--- config.mk ---
export PLATFORM = sky130hd
export DESIGN_NAME = bias_buffer_bank
export DESIGN_NICKNAME = d
export VERILOG_FILES = /design/src/rtl/bias_buffer_bank.sv
export SDC_FILE = /design/constraint.sdc
export NUM_CORES = 1
export LEC_CHECK = 0
export CORE_MARGIN = 5
export CORE_UTILIZATION = 30
export CTS_BUF_LIST = sky130_fd_sc_hd__clkbuf_2
export CTS_CLUSTER_SIZE = 40
export DETAILED_ROUTE_END_ITERATION = 10
export HOLD_SLACK_MARGIN = 0.03
export MAX_ROUTING_LAYER = met4
export PLACE_DENSITY_LB_ADDON = 0.08
export SYNTH_ARGS = -nofsm -noshare
export SYNTH_HDL_FRONTEND = slang
export SYNTH_SLANG_ARGS = --single-unit
--- constraint.sdc ---
create_clock -name i_sclk -period 6.3 [get_ports i_sclk]
set_input_delay 1.26 -clock i_sclk [delete_from_list [all_inputs] [get_ports i_sclk]]
set_output_delay 1.26 -clock i_sclk [all_outputs]
set_load 0.01 [all_outputs]
--- src/rtl/bias_buffer_bank.sv ---
// Serial bias capture into a shadow bank, committed on request to a flat parallel active bias bus.
// Define BIAS_BUF_DBUF_EN for double buffering; otherwise words land directly in the active bank.
module bias_buffer_bank #(
  parameter int WD     = 8,
  parameter int NB     = 16,
  parameter int IN_DLY = 2
) (
  input  logic               i_sclk,
  input  logic               i_rstn,
  input  logic [WD-1:0]      i_bias_data,
  input  logic               i_bias_en,
  input  logic               i_load_start,
  input  logic               i_swap,
  output logic [NB*WD-1:0]   o_bias,
  output logic               o_valid,
  output logic               o_load_done,
  output logic               o_overflow
);

  localparam int PW = $clog2(NB + 1);
  localparam int IW = (NB > 1) ? $clog2(NB) : 1;

  typedef enum logic [1:0] {IDLE, LOAD, FULL} state_t;

  state_t        state;
  logic [PW-1:0] wr_ptr;
  logic [WD-1:0] d_data;
  logic          d_en;
  logic          d_start;

  generate
    if (IN_DLY == 0) begin : g_nodly
      assign d_data  = i_bias_data;
      assign d_en    = i_bias_en;
      assign d_start = i_load_start;
    end else begin : g_dly
      logic [WD-1:0] data_p  [IN_DLY];
      logic          vld_p   [IN_DLY];
      logic          start_p [IN_DLY];

      always_ff @(posedge i_sclk) begin
        if (!i_rstn) begin
          for (int i = 0; i < IN_DLY; i++) begin
            data_p[i]  <= '0;
            vld_p[i]   <= 1'b0;
            start_p[i] <= 1'b0;
          end
        end else begin
          data_p[0]  <= i_bias_data;
          vld_p[0]   <= i_bias_en;
          start_p[0] <= i_load_start;
          for (int i = 1; i < IN_DLY; i++) begin
            data_p[i]  <= data_p[i-1];
            vld_p[i]   <= vld_p[i-1];
            start_p[i] <= start_p[i-1];
          end
        end
      end

      assign d_data  = data_p[IN_DLY-1];
      assign d_en    = vld_p[IN_DLY-1];
      assign d_start = start_p[IN_DLY-1];
    end
  endgenerate

  // A start opens the frame in the same cycle, so a coincident word goes to slot 0.
  logic [IW-1:0] wr_idx;
  logic          do_wr;
  logic          last_wr;
  logic          dropped;

  always_comb begin
    wr_idx  = d_start ? '0 : wr_ptr[IW-1:0];
    do_wr   = d_en && (d_start || (state == LOAD));
    last_wr = d_start ? (NB == 1) : (wr_ptr == PW'(NB - 1));
    dropped = d_en && !d_start && (state != LOAD);
  end

`ifdef BIAS_BUF_DBUF_EN
  logic [NB*WD-1:0] shadow;
`else
  logic unused_swap;
  assign unused_swap = i_swap;
`endif

  always_ff @(posedge i_sclk) begin
    if (!i_rstn) begin
      state       <= IDLE;
      wr_ptr      <= '0;
      o_bias      <= '0;
      o_valid     <= 1'b0;
      o_load_done <= 1'b0;
      o_overflow  <= 1'b0;
`ifdef BIAS_BUF_DBUF_EN
      shadow      <= '0;
`endif
    end else begin
      if (d_start) begin
        state       <= LOAD;
        wr_ptr      <= '0;
        o_load_done <= 1'b0;
        o_overflow  <= 1'b0;
      end else if (dropped) begin
        o_overflow  <= 1'b1;
      end

`ifdef BIAS_BUF_DBUF_EN
      // Swap reads the bank as it stood before this edge's write.
      if ((state == FULL) && i_swap) begin
        o_bias      <= shadow;
        o_valid     <= 1'b1;
        o_load_done <= 1'b0;
        if (!d_start)
          state <= IDLE;
      end
      if (do_wr)
        shadow[int'(wr_idx)*WD +: WD] <= d_data;
`else
      if (d_start)
        o_valid <= 1'b0;
      if (do_wr)
        o_bias[int'(wr_idx)*WD +: WD] <= d_data;
`endif

      if (do_wr) begin
        wr_ptr <= (d_start ? '0 : wr_ptr) + PW'(1);
        if (last_wr) begin
          state       <= FULL;
          o_load_done <= 1'b1;
`ifndef BIAS_BUF_DBUF_EN
          o_valid     <= 1'b1;
`endif
        end
      end
    end
  end

endmodule

After elaboration in Yosys (flattened, before gate mapping)
Memory sizes are Yosys's and may differ from the RTL's. Index checks and enable logic that the tools add are counted.

Register bits: 138. RAM bits: 20. Input bits: 13. Word-level logic and storage cells: 51. Memories kept: 3.

Memories: g_dly.data_p (depth 2, width 8, read ports 2, clocked after Yosys merged registers in 0, wr ports 2, line 37) `logic [WD-1:0] data_p [IN_DLY];`; g_dly.start_p (depth 2, width 1, read ports 2, clocked after Yosys merged registers in 0, wr ports 2, line 39) `logic start_p [IN_DLY];`; g_dly.vld_p (depth 2, width 1, read ports 2, clocked after Yosys merged registers in 0, wr ports 2, line 38) `logic vld_p [IN_DLY];`.

Add/sub/neg operators: 2. Equality and inequality tests: 3. Shift-type cells: 2. Multiplexer cells: 22. Bitwise operators: 7. Reduce and logical (&&, ||, !) cells: 6.

Operator list (count): $bwmux W128 (1); $shift A8 B33 Y128 const A (1); $shiftx A8 B33 Y128 (1); $neg A7 Y33 (1); $mux W8 (2); $mux W1 (13); $mux W5 (2); $mux W2 (3); $or A1 B1 Y1 (6); $add A5 B1 Y5 const B (1); $eq A5 B4 Y1 const B (1); $mux W4 (1); $logic_and A1 B1 Y1 (3); $eq A2 B1 Y1 const B (1); $ne A2 B1 Y1 const B (1); $reduce_or A2 Y1 (1); $logic_not A1 Y1 (1); $logic_or A1 B1 Y1 (1); $not A1 Y1 (1).

Depth between registers and ports, before layout
Depth in word-level cells: 4. Gate-level depth with buffers: 12.

Least setup slack after synthesis
Ideal clock, no wire load.

Path type: register -> register. From: memory g_dly.start_p[1][0] (netlist: g_dly.start_p[0][1]). To: register o_bias[112]. Data arrival time: 2.554 ns. Data required time: 6.228 ns. Slack: 3.674 ns. Stages on the path, launching flop included: 12. Buffers on the path: 4. Cells stage by stage: dfxtp_1 clkbuf_1 nor2b_1 clkbuf_1 inv_1 ha_1 buf_6 nand2b_1 a2111oi_4 nor3b_1 buf_2 mux2i_1.

RTL lines: start: declaration (line 39); end signal: indexed assignment (line 122) `o_bias[int'(wr_idx)*WD +: WD] <= d_data;`; end: declaration (line 14) `output logic [NB*WD-1:0] o_bias,`.

==> results_tabular.tex <==
\begin{tabular}{lr}
\hline
Metric & Value \\
\hline
\multicolumn{2}{l}{\textbf{Min path}} \\
Worst hold-check path type & flop to flop \\
\multicolumn{2}{l}{\textbf{Timing}} \\
Worst clock skew & 0.04476 ns \\
Period utilisation layout & 55.64\% \\
Period minus WS final & 3.506 ns \\
Maximum operating frequency & 285.3 MHz \\
Total setup violations reported at the end of the flow & 0 \\
Final Hold Viols & 0 \\
Post-layout worst setup margin & 2.794 ns \\
Measured slew at the worst slew-check pin & 1.038 ns \\
Total Neg Setup Slack & 0 ns \\
Relative slew margins & 30.42\% \\
RSZ-0062 raised after global routing & false \\
Number of pins exceeding their max-slew limit in the final report & 0 \\
\multicolumn{2}{l}{\textbf{Critical path}} \\
Critical path endpoint category & flop \\
Highest net fanout along the worst path & 18 \\
Number of buffers and inverters on the critical path & 1 \\
Required time of the critical path & 6.91 ns \\
Crit-path leading delay family & simple AND/OR/NAND/NOR gates \\
Sort of element at the start of the critical path & flop \\
Master of the slowest instance on the critical path & sky130\_fd\_sc\_hd\_\_nor3b\_2 \\
Slowest stage delay, CP & 0.86 ns \\
Sequence of cells on the critical path & nor2b\_1 -> inv\_1 -> ha\_1 -> nand2b\_1 -> a2111oi\_4 -> nor3b\_2 -> mux2i\_1 \\
Type of the worst setup path & flop to flop \\
CP Data Arrival Time & 4.11 ns \\
\multicolumn{2}{l}{\textbf{Floorplanning}} \\
Number of primary I/O pins & 144 \\
Starting Density & 30.59\% \\
Width of the die & 154.1 um \\
Std-Cell Rows & 52 \\
Die Area & 23750 um2 \\
Die boundary height & 154.1 um \\
Area of the core & 20360 um2 \\
\multicolumn{2}{l}{\textbf{Clock tree}} \\
Max clock buf depth & 2 \\
Root Buffer Master & sky130\_fd\_sc\_hd\_\_clkbuf\_2 \\
Clock latency on the worst-skew pair & 0.70 ns \\
Post-CTS resize count & 0 \\
Clk sinks & 158 \\
Number of buffers added by the clock tree synthesis step & 17 \\
Clock tree from TritonCTS & yes \\
Hold-fix buffers at CTS & 0 \\
Setup Buffers After CTS & 0 \\
Clk slew on worst S/H paths & 0.23 ns \\
H-tree Lvls & 4 \\
\multicolumn{2}{l}{\textbf{Synthesis}} \\
Basic-gate share of the synthesized area counting and, or, nand and nor cells & 20.55\% \\
Mux share of post-synthesis cell area & 20.25\% \\
Part of the Yosys area used for sequential elements & 50.77\% \\
Xor/xnor cell area share of the yosys netlist & 0.8435\% \\
Number of flops mapped to enable cells by yosys & 0 \\
Ys Warns & 0 \\
Number of unique standard cell types used by synthesis & 44 \\
Post-synthesis share of cell area spent on full adders, half adders and majority gates & 0.6025\% \\
Number of nets produced by synthesis & 615 \\
Combined area of all synthesized cells & 6230 um2 \\
Number of synthesized register bits & 158 \\
Async S/R FF share, synth & 0\% \\
Leading cell types by total area after synthesis & sky130\_fd\_sc\_hd\_\_dfxtp\_1 51\%, sky130\_fd\_sc\_hd\_\_mux2i\_1 20\%, sky130\_fd\_sc\_hd\_\_nand2\_1 6.0\% \\
Area share of the leading cell type in the synthesized netlist & 50.77\% \\
Area fraction in compound gates after synthesis & 3.555\% \\
Number of instances in the synthesized netlist & 599 \\
Average cell area after synthesis & 10.40 um2 \\
Combinational family with the most area after synthesis & simple AND/OR/NAND/NOR gates \\
Post-synth top area cell & sky130\_fd\_sc\_hd\_\_dfxtp\_1 \\
Flip-flop cell with the highest count after synthesis & sky130\_fd\_sc\_hd\_\_dfxtp\_1 \\
\multicolumn{2}{l}{\textbf{Place}} \\
Estimated wirelength of the detail-placed design & 11390 um \\
Count of port buffers added during placement & 142 \\
Pre-CTS setup slack & 2.769 ns \\
Final weighted congestion in routability-driven placement & 0.8079 \\
\multicolumn{2}{l}{\textbf{Detailed routing}} \\
Length of the first detailed-routing pass in iterations & 4 \\
Number of routed nets with antenna violations & 0 \\
Number of DRC markers in iteration 0 & 155 \\
Total via count in the routed design & 4493 \\
Wire length per cell & 16.61 um \\
Post-Route WL & 16660 um \\
Vias per inst & 4.480 \\
DRC violation count after routing & 0 \\
\multicolumn{2}{l}{\textbf{Global routing}} \\
All-Layer GR Usage & 14.45\% \\
Maximum number of pins on one net before global-route repair & 91 \\
Number of global-route vias before repair & 4650 \\
Initial antenna violation count & 1 \\
Global-route wire length before repair & 26350 um \\
Overflow after GRT & 0 \\
\multicolumn{2}{l}{\textbf{Layout}} \\
Area growth syn-to-layout & 30.05\% \\
Layout cells sized above 1 & 6.967\% \\
Nets & 735 \\
Number of filler cells placed in the layout & 2022 \\
Highest-count cells in the layout ignoring fill and taps & 158 x sky130\_fd\_sc\_hd\_\_dfxtp\_1, 141 x sky130\_fd\_sc\_hd\_\_clkdlybuf4s50\_1, 126 x sky130\_fd\_sc\_hd\_\_mux2i\_1, 99 x sky130\_fd\_sc\_hd\_\_nand2\_1, 51 x sky130\_fd\_sc\_hd\_\_nor2b\_1 \\
Most common library cell in the layout ignoring fill and taps & sky130\_fd\_sc\_hd\_\_dfxtp\_1 \\
\multicolumn{2}{l}{\textbf{Outcome}} \\
Result of the run & finished clean \\
\multicolumn{2}{l}{\textbf{Power}} \\
Largest vdd supply drop & 0.1416 mV \\
Leak pwr & 2.923 nW \\
P per Cell Area & 210.6 nW/um2 \\
\multicolumn{2}{l}{\textbf{Job}} \\
Number of max-cap violations & 0 \\
\hline
\end{tabular}
stage by stage:
stage	utilization [%]	cell area (um2)	instances	total power, mW	hold slack, ns
2_1_floorplan	-	6230	599	1.068	0.4119
3_3_place_gp	38.38	7816	970	1.089	0.4163
3_5_place_dp	38.38	7816	970	1.090	0.4169
4_1_cts	39.77	8099	1002	1.736	0.4674
5_1_grt	39.78	8102	1003	1.778	0.4834
6_report	39.78	8102	1003	1.706	0.4656
logic make-up after synthesis:
group	Yosys count
xor+xnor	6
flops	158
buf+inv	48
fa+ha+maj	3
mux	126
compound gates	19
simple gates	239
metal layers:
layer | up-vias | wire (um) | GRT usage [%]
met1 | 2125 | 7815 | 18.55
met4 | 0 | 167 | 3.659
met5 | - | 0 | -
met2 | 107 | 7725 | 22.63
met3 | 10 | 947 | 3.963
li1 | 2251 | - | -
power by group:
part / leakage (nW) / switching, mW / internal (mW)
clock network: 0.168 / 0.369 / 0.268
registers: 1.28 / 0.0149 / 1.01
logic: 1.48 / 0.0252 / 0.0201
cell type report:
type / instances / area, um2 / share of cell area [%]
well taps: 270 / 337.8 / 4.170
multi-input cells: 393 / 2863 / 35.34
repair buffers: 144 / 1434 / 17.70
clock buffers: 19 / 95.09 / 1.174
flip-flops and latches: 158 / 3163 / 39.04
inverters: 5 / 18.77 / 0.2317
clock inverters: 13 / 187.7 / 2.317
diodes: 1 / 2.502 / 0.03089
cells in the mapped netlist (2+ instances only):
cell / number
sky130_fd_sc_hd__ha_1: 3
sky130_fd_sc_hd__o21ai_0: 2
sky130_fd_sc_hd__nand4bb_1: 2
sky130_fd_sc_hd__mux2i_1: 126
sky130_fd_sc_hd__xnor2_1: 3
sky130_fd_sc_hd__nor2b_1: 51
sky130_fd_sc_hd__nor3_1: 5
sky130_fd_sc_hd__a21boi_1: 2
sky130_fd_sc_hd__buf_6: 2
sky130_fd_sc_hd__buf_4: 3
sky130_fd_sc_hd__buf_2: 6
sky130_fd_sc_hd__nand4_1: 8
sky130_fd_sc_hd__xor2_1: 3
sky130_fd_sc_hd__dfxtp_1: 158
sky130_fd_sc_hd__nand2b_1: 9
sky130_fd_sc_hd__nor2_1: 7
sky130_fd_sc_hd__a211oi_4: 3
sky130_fd_sc_hd__a2111oi_4: 2
sky130_fd_sc_hd__and2_1: 25
sky130_fd_sc_hd__and3_1: 2
sky130_fd_sc_hd__inv_1: 5
sky130_fd_sc_hd__clkbuf_1: 32
sky130_fd_sc_hd__nand3_1: 10
sky130_fd_sc_hd__o2111ai_1: 2
sky130_fd_sc_hd__nand3_2: 4
sky130_fd_sc_hd__nand3b_1: 5
sky130_fd_sc_hd__nand2_1: 99
sky130_fd_sc_hd__nor3b_1: 2
sky130_fd_sc_hd__a21o_1: 3
sequential cells by signal, indices dropped and copies added (netlist names):
signal         cells
wr_ptr             5
state              2
o_load_done        1
o_bias           128
g_dly.data_p      16
g_dly.start_p      2
o_valid            1
g_dly.vld_p        2
o_overflow         1
worst reg2reg max path, cell delays in order, from the launching register on:
cell and delay (ns):
sky130_fd_sc_hd__dfxtp_1 0.54, sky130_fd_sc_hd__nor2b_1 0.50, sky130_fd_sc_hd__inv_1 0.09, sky130_fd_sc_hd__ha_1 0.38
sky130_fd_sc_hd__nand2b_1 0.25, sky130_fd_sc_hd__a2111oi_4 0.55, sky130_fd_sc_hd__nor3b_2 0.86, sky130_fd_sc_hd__mux2i_1 0.26
worst paths after layout:
kind | start | end | slack (ns) | depth (start not counted)
worst min-delay path | g_dly.start_p[0][0] | g_dly.start_p[0][1] | 0.47 | 1
worst min register to register | g_dly.start_p[0][0] | g_dly.start_p[0][1] | 0.47 | 1
worst max register to register | g_dly.start_p[0][1] | o_bias[119] | 2.79 | 7
worst max-delay path | g_dly.start_p[0][1] | o_bias[119] | 2.79 | 7
Power figures use the tool's default switching activity.
==> edit 1 (config.mk and constraints unchanged) <==
Build with the macro `BIAS_BUF_DBUF_EN` defined.
--- a/src/rtl/bias_buffer_bank.sv
+++ b/src/rtl/bias_buffer_bank.sv
@@ -1,5 +1,7 @@
 // Serial bias capture into a shadow bank, committed on request to a flat parallel active bias bus.
 // Define BIAS_BUF_DBUF_EN for double buffering; otherwise words land directly in the active bank.
+`define BIAS_BUF_DBUF_EN
+
 module bias_buffer_bank #(
   parameter int WD     = 8,
   parameter int NB     = 16,
Formal check against the unedited RTL: not equivalent (Yosys sat finds a counterexample within 4 cycles, from zero or initial values and one cycle with i_rstn low).
==> edit 1 against the unedited design <==
Total power increased by 85%; setup slack lost 140 ps; cell count increased by 82%; largest cell class unchanged; area after synthesis is 74% higher; final area increased by 64%; synthesized cell count grew 92%; sequential cell count increased by 128; critical endpoint is now shadow[55]; routed wire length grew 85%.
==> edit 1: results <==
[placed_design]
hpwl_mm = 19.1
gp_congestion = 0.812
placedCellCount = 1687
pre_cts_slack_ps = 2660
place_area_mm2 = 0.0126
portBuffers = 143

[cts]
clk_pin_slew_ps = 100
post_cts_resized = 0
clock_latency_ps = 880
cts_buffers = 80
root_buffer = clkbuf_2
htree_num_levels = 3
cts_buffer_depth = 3

[detailed_routing]
drt_wl_total_mm = 30.8
wl_met1_mm = 14.4
wl_met3_mm = 1.28
drt-initial-drc-count = 415
viasPerCell = 4.53
vias = 8250
met2WireLength_mm = 14.6

[critical_path]
regToRegStartpoint = g_dly.start_p[0][1]
critPathCapture = shadow[55]
slowest_delay_ps = 900
arrival_ps = 4420
crit_fanout = 18
slowest_stage = dfxtp_1

[pwr]
p_sw_mw = 0.822
ir_drop_uv = 92.8
p_int_mw = 2.33
pwr-share-comb_pct = 2.5
p_clk_mw = 1.25

[global_route]
grt_usage_pct = 15.6
grt_pass1_vias = 8471
grt_first_pass_wirelength_mm = 48.8
grt_max_degree = 118
use_met2_pct = 25.2
met3_usage_pct = 3.69
use_met1_pct = 19.4

[final_layout]
fin_nets = 1324
drive_above_1_share_pct = 11.6
final.fill_count = 3714
reg.largest.list = o_bias (128), shadow (128), g_dly.data_p (16)
syn2layout_area_growth_pct = 22.5

[logic_synthesis]
synth_nets = 1167
synth.avg_cell_area_um2 = 9.43
yosys.cell_types.count = 48
synth_area_leaders = dfxtp_1 53%, nand2_1 12%, mux2i_1 9.6%, a21boi_0 9.3%, nor2b_1 3.9%
synthTopCellsByCount = 337 x nand2_1, 286 x dfxtp_1, 134 x a21boi_0, 104 x mux2i_1, 71 x clkbuf_1

[run_status]
status = completed

[timing]
tightest_slew_ps = 1050
fin_crit_sh_pct = 57.8
skew_ps = 50.3

[min_path]
holdCritStartpoint = g_dly.data_p[0][0]
whs_endpoint = g_dly.data_p[0][8]
hold_depth = 1
[edit 1: changes by cell type in the layout (fill, tap and decap cells not counted), moves of 13 or more]
cell	delta
nand3_1	+17
clkbuf_2	+98
nor2b_1	+17
clkinv_1	+13
mux2i_1	-22
o21ai_1	+14
nand2_1	+238
a21boi_0	+133
dfxtp_1	+128
[edit 1: area by class of cell]
class	count	share of cell area, %
multi-input cells	778	36.0
inverters	4	0.113
well taps	461	4.34
clock buffers	117	4.41
flip-flops and latches	286	43.1
diodes	1	0.0188
repair buffers	158	11.6
clock inverters	16	0.452
[edit 1: cell families (layout without fill, tap and decap cells)]
group | count (synthesis) | in the layout | share of synthesized area, %
xor gates and xnor gates | 5 | 5 | 0.577
AOI/OAI and AO/OA | 174 | 174 | 12.5
and+or+nand+nor | 492 | 492 | 20.9
muxes | 104 | 104 | 9.59
DFF | 286 | 286 | 52.8
buffers and inverters | 87 | 295 | 3.32
adders and majority gates | 3 | 3 | 0.346
other | 0 | 1 | 0
==> edit 2 (config.mk and constraints unchanged) <==
Without the edit above. The 3 states of `state_t` get a one-hot encoding in 3 bits.
--- a/src/rtl/bias_buffer_bank.sv
+++ b/src/rtl/bias_buffer_bank.sv
@@ -20,7 +20,7 @@
   localparam int PW = $clog2(NB + 1);
   localparam int IW = (NB > 1) ? $clog2(NB) : 1;
 
-  typedef enum logic [1:0] {IDLE, LOAD, FULL} state_t;
+  typedef enum logic [2:0] {IDLE = 3'b001, LOAD = 3'b010, FULL = 3'b100} state_t;
 
   state_t        state;
   logic [PW-1:0] wr_ptr;
Check against the original RTL: no difference found for any inputs over 4 cycles, from zero or initial values and one cycle with i_rstn low; so few cycles prove little.
==> edit 2 against the unedited design <==
Area after synthesis down 5.0%; setup slack better by 280 ps; final area down 3.1%; sequential cell count grew 1; clock skew down 5.1 ps; cell count decreased by 0.80%; total power decreased by 4.7%; utilization up 0.55 points; routed wire length fell by 1.4%; critical endpoint is now o_bias[112]; largest power group unchanged; highest routed layer unchanged.
==> edit 2: results <==
[logic_synthesis]
yosys.cell_types.count = 40
synthTopCellsByCount = 164 x nand2_1, 159 x dfxtp_1, 128 x mux2i_1, 24 x and2_1, 20 x clkbuf_1
synth_xor_area_share_pct = 1.14
yosysSeqAreaShare_pct = 53.8
muxShareOfSynthArea_pct = 21.7
synthAdderAreaFrac_pct = 0.635
synth.avg_cell_area_um2 = 10.3

[global_route]
grt_max_degree = 103
grt_first_pass_wirelength_mm = 25.6
grt_pass1_vias = 4641
use_met2_pct = 24.1
grt_usage_pct = 15.3

[critical_path]
r2r-end = o_bias[112]
r2r_slack_ps = 3070
crit_fanout = 16
slowest_delay_ps = 930
r2r_cells = 5
slowest_stage = or4b_2

[final_layout]
nNonClkBuffers = 146
fin_nets = 731
final-clk-cell-share_pct = 3.16
multi_input_cells = 384
n_antenna_cell = 2
nNonClkInverters = 7
buffer_area_share_pct = 18.5
clkbuf_count = 17
seq_area_share_pct = 40.6
drive_above_1_share_pct = 7.01

[pwr]
p_leak_nw = 2.97
ir_drop_uv = 163

[placed_design]
hpwl_mm = 11.7

[detailed_routing]
wire_per_inst_um = 16.5
wl_met3_mm = 1.16
vias = 4437

[timing]
slew_headroom_pct = 33.3
skew_ps = 39.7
holdWs_ps = 450

[run_status]
status = completed
## edit 2: changes by cell type after synthesis, moves of 4 or more
cell and delta:
nand2_1 +65, nor2b_1 -50, clkbuf_1 -12, nand3_1 -7
buf_2 -4, nand2b_1 -4, nand3_2 -4, nor4_4 +4
## edit 2: how the worst max path moves through the flow
| stage | startpoint | end | cells past startpoint |
|---|---|---|---|
| global route | g_dly.start_p[0][1] | o_bias[112] | 5 |
| global placement | i_rstn | o_bias[71] | 5 |
| finish | g_dly.start_p[0][1] | o_bias[112] | 5 |
| detailed placement | i_rstn | o_bias[69] | 5 |
| floorplan | g_dly.start_p[0][1] | o_bias[48] | 8 |
| CTS | g_dly.start_p[0][1] | o_bias[112] | 5 |
## edit 2: power by group through the flow
stage               logic (mW)  registers, mW  clock network [mW]
floorplan               0.0265           1.04                   0
CTS                     0.0419           1.02               0.593
finish                  0.0410           1.02               0.563
global placement        0.0410           1.04                   0
global route            0.0457           1.02               0.644
detailed placement      0.0418           1.04                   0
